<file path="config.mk">
export PLATFORM = sky130hd
export DESIGN_NAME = sp_ram_arbiter
export DESIGN_NICKNAME = d
export VERILOG_FILES = /design/src/rtl/sp_ram_arbiter.sv
export SDC_FILE = /design/constraint.sdc
export NUM_CORES = 1
export LEC_CHECK = 0
export CORE_UTILIZATION = 30
export DETAILED_ROUTE_END_ITERATION = 8
export PLACE_DENSITY_LB_ADDON = 0.3
export SLEW_MARGIN = 20
export SYNTH_ARGS = -nofsm -noshare
export SYNTH_HDL_FRONTEND = slang
export SYNTH_SLANG_ARGS = --single-unit
</file>
<file path="constraint.sdc">
create_clock -name clk -period 1.8 [get_ports clk]
set_input_delay 0.18 -clock clk [delete_from_list [all_inputs] [get_ports clk]]
set_output_delay 0.18 -clock clk [all_outputs]
set_load 0.01 [all_outputs]
</file>
<file path="src/rtl/sp_ram_arbiter.sv">
// ---------------------------------------------------------------------------
// sp_ram_arbiter
//
// Purpose
//   Two-requester round-robin arbiter in front of a single-port synchronous
//   RAM. One command is in flight at a time. The block sequences each
//   command through three states:
//     IDLE   : accept one command (combinational ready to the winner)
//     ISSUE  : drive the RAM with the registered command for one cycle
//     RDWAIT : reads only; the RAM output is returned to the owner
//   A write occupies two cycles (IDLE, ISSUE). A read occupies three
//   (IDLE, ISSUE, RDWAIT).
//
// Parameters
//   DATA_W : data width of the RAM and the requester data paths
//   ADDR_W : RAM address width
//
// Ports
//   clk, rst_n                      clock, asynchronous active-low reset
//   reqN_valid/we/addr/wdata        requester N command (N = 0, 1)
//   reqN_ready                      command N accepted this cycle
//   rspN_valid                      one-cycle read response for requester N
//   rsp_data                        shared read response data
//   ram_ce/ram_we/ram_addr/ram_din  RAM control, address and write data
//   ram_dout                        RAM read data, registered in the RAM
// ---------------------------------------------------------------------------
module sp_ram_arbiter #(
    parameter int DATA_W = 8,
    parameter int ADDR_W = 4
) (
    input  logic              clk,
    input  logic              rst_n,

    input  logic              req0_valid,
    input  logic              req0_we,
    input  logic [ADDR_W-1:0] req0_addr,
    input  logic [DATA_W-1:0] req0_wdata,
    output logic              req0_ready,

    input  logic              req1_valid,
    input  logic              req1_we,
    input  logic [ADDR_W-1:0] req1_addr,
    input  logic [DATA_W-1:0] req1_wdata,
    output logic              req1_ready,

    output logic              rsp0_valid,
    output logic              rsp1_valid,
    output logic [DATA_W-1:0] rsp_data,

    output logic              ram_ce,
    output logic              ram_we,
    output logic [ADDR_W-1:0] ram_addr,
    output logic [DATA_W-1:0] ram_din,
    input  logic [DATA_W-1:0] ram_dout
);

    typedef enum logic [1:0] {
        IDLE   = 2'd0,
        ISSUE  = 2'd1,
        RDWAIT = 2'd2
    } state_t;

    state_t              state;
    logic                last_grant;

    // Registered command, captured on the handshake only, so requester
    // inputs changing afterwards cannot disturb the operation in flight.
    logic                cmd_we;
    logic [ADDR_W-1:0]   cmd_addr;
    logic [DATA_W-1:0]   cmd_wdata;
    logic                cmd_owner;

    // Arbitration (combinational)
    logic                hs;
    logic                win;
    logic                sel_we;
    logic [ADDR_W-1:0]   sel_addr;
    logic [DATA_W-1:0]   sel_wdata;

    always_comb begin
        hs = (state == IDLE) && (req0_valid || req1_valid);

        // On a tie, the requester that did not win last time is granted.
        // With a single valid requester, that requester wins.
        if (req0_valid && req1_valid) begin
            win = ~last_grant;
        end else begin
            win = req1_valid;
        end

        if (win) begin
            sel_we    = req1_we;
            sel_addr  = req1_addr;
            sel_wdata = req1_wdata;
        end else begin
            sel_we    = req0_we;
            sel_addr  = req0_addr;
            sel_wdata = req0_wdata;
        end

        req0_ready = hs && !win;
        req1_ready = hs &&  win;
    end

    // Sequencer: command capture, RAM drive, response flags
    always_ff @(posedge clk or negedge rst_n) begin
        if (!rst_n) begin
            state      <= IDLE;
            last_grant <= 1'b1;   // req0 wins the first tie after reset
            cmd_we     <= 1'b0;
            cmd_addr   <= '0;
            cmd_wdata  <= '0;
            cmd_owner  <= 1'b0;
            ram_ce     <= 1'b0;
            ram_we     <= 1'b0;
            rsp0_valid <= 1'b0;
            rsp1_valid <= 1'b0;
        end else begin
            case (state)
                IDLE: begin
                    rsp0_valid <= 1'b0;
                    rsp1_valid <= 1'b0;
                    if (hs) begin
                        cmd_we     <= sel_we;
                        cmd_addr   <= sel_addr;
                        cmd_wdata  <= sel_wdata;
                        cmd_owner  <= win;
                        last_grant <= win;
                        // RAM strobes are registered so they are high for
                        // exactly the ISSUE cycle.
                        ram_ce     <= 1'b1;
                        ram_we     <= sel_we;
                        state      <= ISSUE;
                    end
                end

                ISSUE: begin
                    ram_ce <= 1'b0;
                    ram_we <= 1'b0;
                    if (cmd_we) begin
                        state <= IDLE;
                    end else begin
                        // RAM registers the read on this edge; the data is
                        // valid on ram_dout during RDWAIT.
                        rsp0_valid <= ~cmd_owner;
                        rsp1_valid <=  cmd_owner;
                        state      <= RDWAIT;
                    end
                end

                RDWAIT: begin
                    rsp0_valid <= 1'b0;
                    rsp1_valid <= 1'b0;
                    state      <= IDLE;
                end

                default: begin
                    ram_ce     <= 1'b0;
                    ram_we     <= 1'b0;
                    rsp0_valid <= 1'b0;
                    rsp1_valid <= 1'b0;
                    state      <= IDLE;
                end
            endcase
        end
    end

    // RAM address/data come straight from the registered command; they are
    // meaningful only while ram_ce is high.
    assign ram_addr = cmd_addr;
    assign ram_din  = cmd_wdata;

    // Response data is masked outside the response cycle so the shared bus
    // reads zero whenever no response is flagged (including during reset).
    assign rsp_data = (rsp0_valid || rsp1_valid) ? ram_dout : '0;

endmodule

</file>
After elaboration in Yosys (flattened, before gate mapping)

Index checks and enable logic that the tools add are counted.

Equal/unequal tests: 4
Order comparisons: 0
Shift-type cells: 0
Add/sub/neg operators: 0
Bitwise logic cells: 3
Mux-type cells: 16
Reduce and logical (&&, ||, !) cells: 10
$mul: 0
Divide/modulo/power cells: 0

Operator list:

| operator                                                               | count |
|---|---|
| 8-bit 2-to-1 mux                                                       | 2 |
| 1-bit 2-to-1 mux                                                       | 8 |
| 1-bit logical AND                                                      | 4 |
| 2-bit 2-to-1 mux                                                       | 2 |
| 4-bit 2-to-1 mux                                                       | 1 |
| 2-bit inequality test (second input constant)                          | 2 |
| 1-bit case mux with 2 select lines                                     | 2 |
| 2-bit case mux with 2 select lines                                     | 1 |
| 2-bit AND reduction                                                    | 2 |
| 1-bit inverter                                                         | 3 |
| 2-bit by 1-bit equality test with 1-bit output (second input constant) | 1 |
| 2-bit equality test (second input constant)                            | 1 |
| 2-bit zero test                                                        | 1 |
| 1-bit logical OR                                                       | 2 |
| 1-bit zero test                                                        | 1 |

Logic and storage cells: 43
Input port bits: 38
Register bits: 21
Latch bits: 0
Output and inout bits: 26
ROM bits: 0
Memories kept: 0
Bits in writable memories: 0

Logic depth before layout (Yosys ltp)

Depth in word-level cells: 5
Gate-level depth with buffers: 5
Mapped depth without buffers: 4

Worst setup path before layout

OpenSTA, ideal clock, no wires.

Kind: reg-to-reg
Start: register last_grant
End: register cmd_addr[1], in the netlist ram_addr[1]
Required time: 1.675 ns
Stages on the path, launching flop included: 6
Arrival: 1.408 ns
Setup time: 0.125 ns
Clock period less this slack: 1.533 ns
Path slack: 0.267 ns
Cell sequence: dfstp_2 > a21bo_1 > buf_6 > buf_12 > mux2_4 > mux2_4

Longest elaborated chain between the ends: 3

RTL lines:

| what                   | line | RTL |
|---|---|---|
| start, declared        | 64   | `logic last_grant;` |
| start signal, assigned | 128  | `last_grant <= win;` |
| 1-bit inverter         | 86   | `win = ~last_grant;` |
| 1-bit 2-to-1 mux       | 85   | `if (req0_valid && req1_valid) begin` |
| 4-bit 2-to-1 mux       | 91   | `if (win) begin` |
| end signal, assigned   | 125  | `cmd_addr <= sel_addr;` |
| end, declared          | 69   | `logic [ADDR_W-1:0] cmd_addr;` |

Every way passes these cells.
A chain may end at the register's enable or synchronous reset.

Worst setup path after layout

Start: register rsp1_valid
End: output port rsp_data[2]

Longest elaborated chain between the ends: 2

RTL lines:

| what                   | line | RTL |
|---|---|---|
| start, declared        | 47   | `output logic rsp1_valid,` |
| start signal, assigned | 146  | `rsp1_valid <= cmd_owner;` |
| 1-bit logical OR       | 175  | `assign rsp_data = (rsp0_valid \|\| rsp1_valid) ? ram_dout : '0;` |
| 8-bit 2-to-1 mux       | 175  |  |
| end, declared          | 48   | `output logic [DATA_W-1:0] rsp_data,` |

Every way passes these cells.

==> impl_metrics.tcl <==
set metrics [dict create \
    synthToLayoutAreaGrowth_pct 69.4 \
    core.rowCount 21 \
    avgSynthCellArea_um2 13.2 \
    grt_pass1_vias 892 \
    tightest_slew_ps 260 \
    nFillCells 290 \
    clock_path_buffers 2 \
    cp-start-kind "flop" \
    port_buffers 63 \
    fin_skew_ps 2.31 \
    track_usage_pct 13.8 \
    ctsHoldBuffers 0 \
    synthTopCellsByArea "dfrtp_1 (46%), mux2_4 (19%), mux2_2 (10%)" \
    core_area_mm2 0.00339 \
    ys.flop_type "dfrtp_1" \
    crit_chain "nor2_4 > nor2b_1 > clkdlybuf4s50_1" \
    synth_common_cells "dfrtp_1 (20), mux2_4 (14), mux2_2 (10), nor2b_1 (10), nor2_1 (6)" \
    final_core_util_pct 54.2 \
    post-synth-top-area-cell "dfrtp_1" \
    final.setup.worst_slack_ps 131 \
    final_cells 200 \
    layout-drive-gt1-share_pct 27.3 \
    grt_pass1_wl_mm 4.13 \
    critPathLaunch "rsp1_valid" \
    critPathArrivalTime_ps 1490 \
    drc_errors 0 \
    grt_max_degree 22 \
    die_w_um 62.1 \
    cp_top_family "buffers and inverters" \
    leakagePower_nw 0.804 \
    rr_startpoint "last_grant" \
    finalMaxSlewViolations 0 \
    layout_min_cycle_time_ps 1670 \
    place_ws_ps -140 \
    wl_per_cell_um 12.0 \
    max_stage_delay_ps 480 \
    hold_path.class "primary input to asynchronous set/reset pin" \
    critical_path_required_ps 1620 \
    path_max_fanout 8 \
    synth_enable_flop_cells 0 \
    clk_latency_ps 300 \
    cp-end-kind "primary output" \
    yosysSeqAreaShare_pct 48.6 \
    start_util_pct 32.0 \
    wirelength_mm 2.41 \
    ios 64 \
    die_area_mm2 0.00386 \
    root_buffer "clkbuf_4" \
    cts_sinks 21 \
    drt_first_pass_iters 2 \
    netlist.area_leader.share_pct 46.2 \
    path_clk_slew_ps 110 \
    postSynth.asyncResetShare_pct 100 \
    path_buf_inv 1 \
    rsz0062_at_grt "no" \
    syn_nets 120 \
    cp_slowest_cell "clkdlybuf4s50_1" \
    cts_buffers 3 \
    holdWs_ps 198 \
    yosysMostFrequentCell "dfrtp_1" \
    synthDistinctLibCells 21 \
    postCtsSetupBuffers 0 \
    tritoncts "done" \
    hold_viol 0 \
    finalCritPeriodShare_pct 92.7 \
    ys_seq_elements 21 \
    n_antenna_cell 0 \
    die_y_um 62.1 \
    synth_cells 82 \
    drtAntennaViolNets 0 \
    slew_headroom_pct 82.7 \
    netlist_area_mm2 0.00108 \
    htreeDepth 1 \
    gp_congestion 0.689 \
    fmax_mhz 599 \
    critPathKind "flop to primary output" \
    synth_warnings 0 \
    dp.cells 196 \
    final_nets 193 \
    overflow 0 \
    setup_violations 0 \
    powerDensity_mw_per_mm2 1430 \
    routed_via_density 4.43 \
    antenna_found_initial 0 \
    vdd_drop_max_mv 0.681 \
    vias 886 \
    dp_hpwl_mm 1.91 \
    drv_cap 0 \
    status "complete, no violations" \
    drt_iter0_markers 15 \
]
## cell type report
class | instances | area [um2] | area share (%)
Timing Repair Buffer | 71 | 688 | 37.5
Clock inverter | 1 | 5.00 | 0.273
Tap cell | 46 | 57.6 | 3.14
Clock buffer | 3 | 22.5 | 1.23
Inverter | 3 | 11.3 | 0.613
Multi-Input combinational cell | 55 | 524 | 28.6
Sequential cell | 21 | 527 | 28.7
## through the flow
step / TNS, ps / instance area, um2 / total power, W
2_1_floorplan: 0 / 1080 / 0.00163
3_3_place_gp: -192 / 1800 / 0.00237
3_5_place_dp: -170 / 1800 / 0.00240
4_1_cts: 0 / 1830 / 0.00264
5_1_grt: 0 / 1840 / 0.00281
6_report: 0 / 1840 / 0.00262
## sequential cells by signal, summed over array words and instances, names as in the netlist
name	flops
cmd_owner	1
rsp0_valid	1
last_grant	1
ram_ce	1
ram_we	1
cmd_we	1
state	2
rsp1_valid	1
ram_addr	4
ram_din	8
## final timing paths
kind	end	slack, ps	depth (start not counted)
setup / recovery	rsp_data[2]	130	3
hold / removal	ram_addr[1]	200	2
setup reg to reg	ram_din[4]	160	4
hold reg to reg	state[1]	510	1
max in group asynchronous	last_grant	1340	2
min in group clk	state[1]	510	1
## where the power goes
part / switching, W / internal [W]
clock: 0.000142 / 0.0000830
combinational: 0.000570 / 0.000948
sequential: 0.000160 / 0.000716
## layout by cell type, fill, tap and decap left out
master           instances
o21ai_2                  1
clkdlybuf4s50_1         61
clkbuf_4                 3
nand2b_1                 1
and2_2                   1
a31oi_1                  1
nor2_1                   4
clkinv_1                 1
nor2b_1                 10
nor2_2                   1
dfstp_2                  1
mux2i_1                  2
nor2_4                   1
mux2_4                  14
buf_4                    8
dfrtp_1                 20
o21ai_0                  3
a21o_1                   1
nor3_2                   1
nor3_1                   1
clkinv_2                 1
a21oi_1                  2
dlygate4sd2_1            2
mux2_2                  10
inv_1                    2
a21bo_1                  1
## logic make-up after synthesis
group | synth area share (%)
buf+inv | 4.39
compound gates | 5.31
mux | 31.6
simple gates | 10.0
flops | 48.6
## routing by layer
metal  vias to the layer above  GRT usage (%)  wire (um)
li1                        426              -          -
met1                       411           15.9        973
met2                        45           22.7       1180
met3                         4           4.60        210
met4                         0           6.98         40
met5                         -              0          0
## what timing repair did
action,CTS,global route
pin swaps,0,0
gates resized for setup,5,1
setup endpoints to repair,10,8
Power figures use the tool's default switching activity.
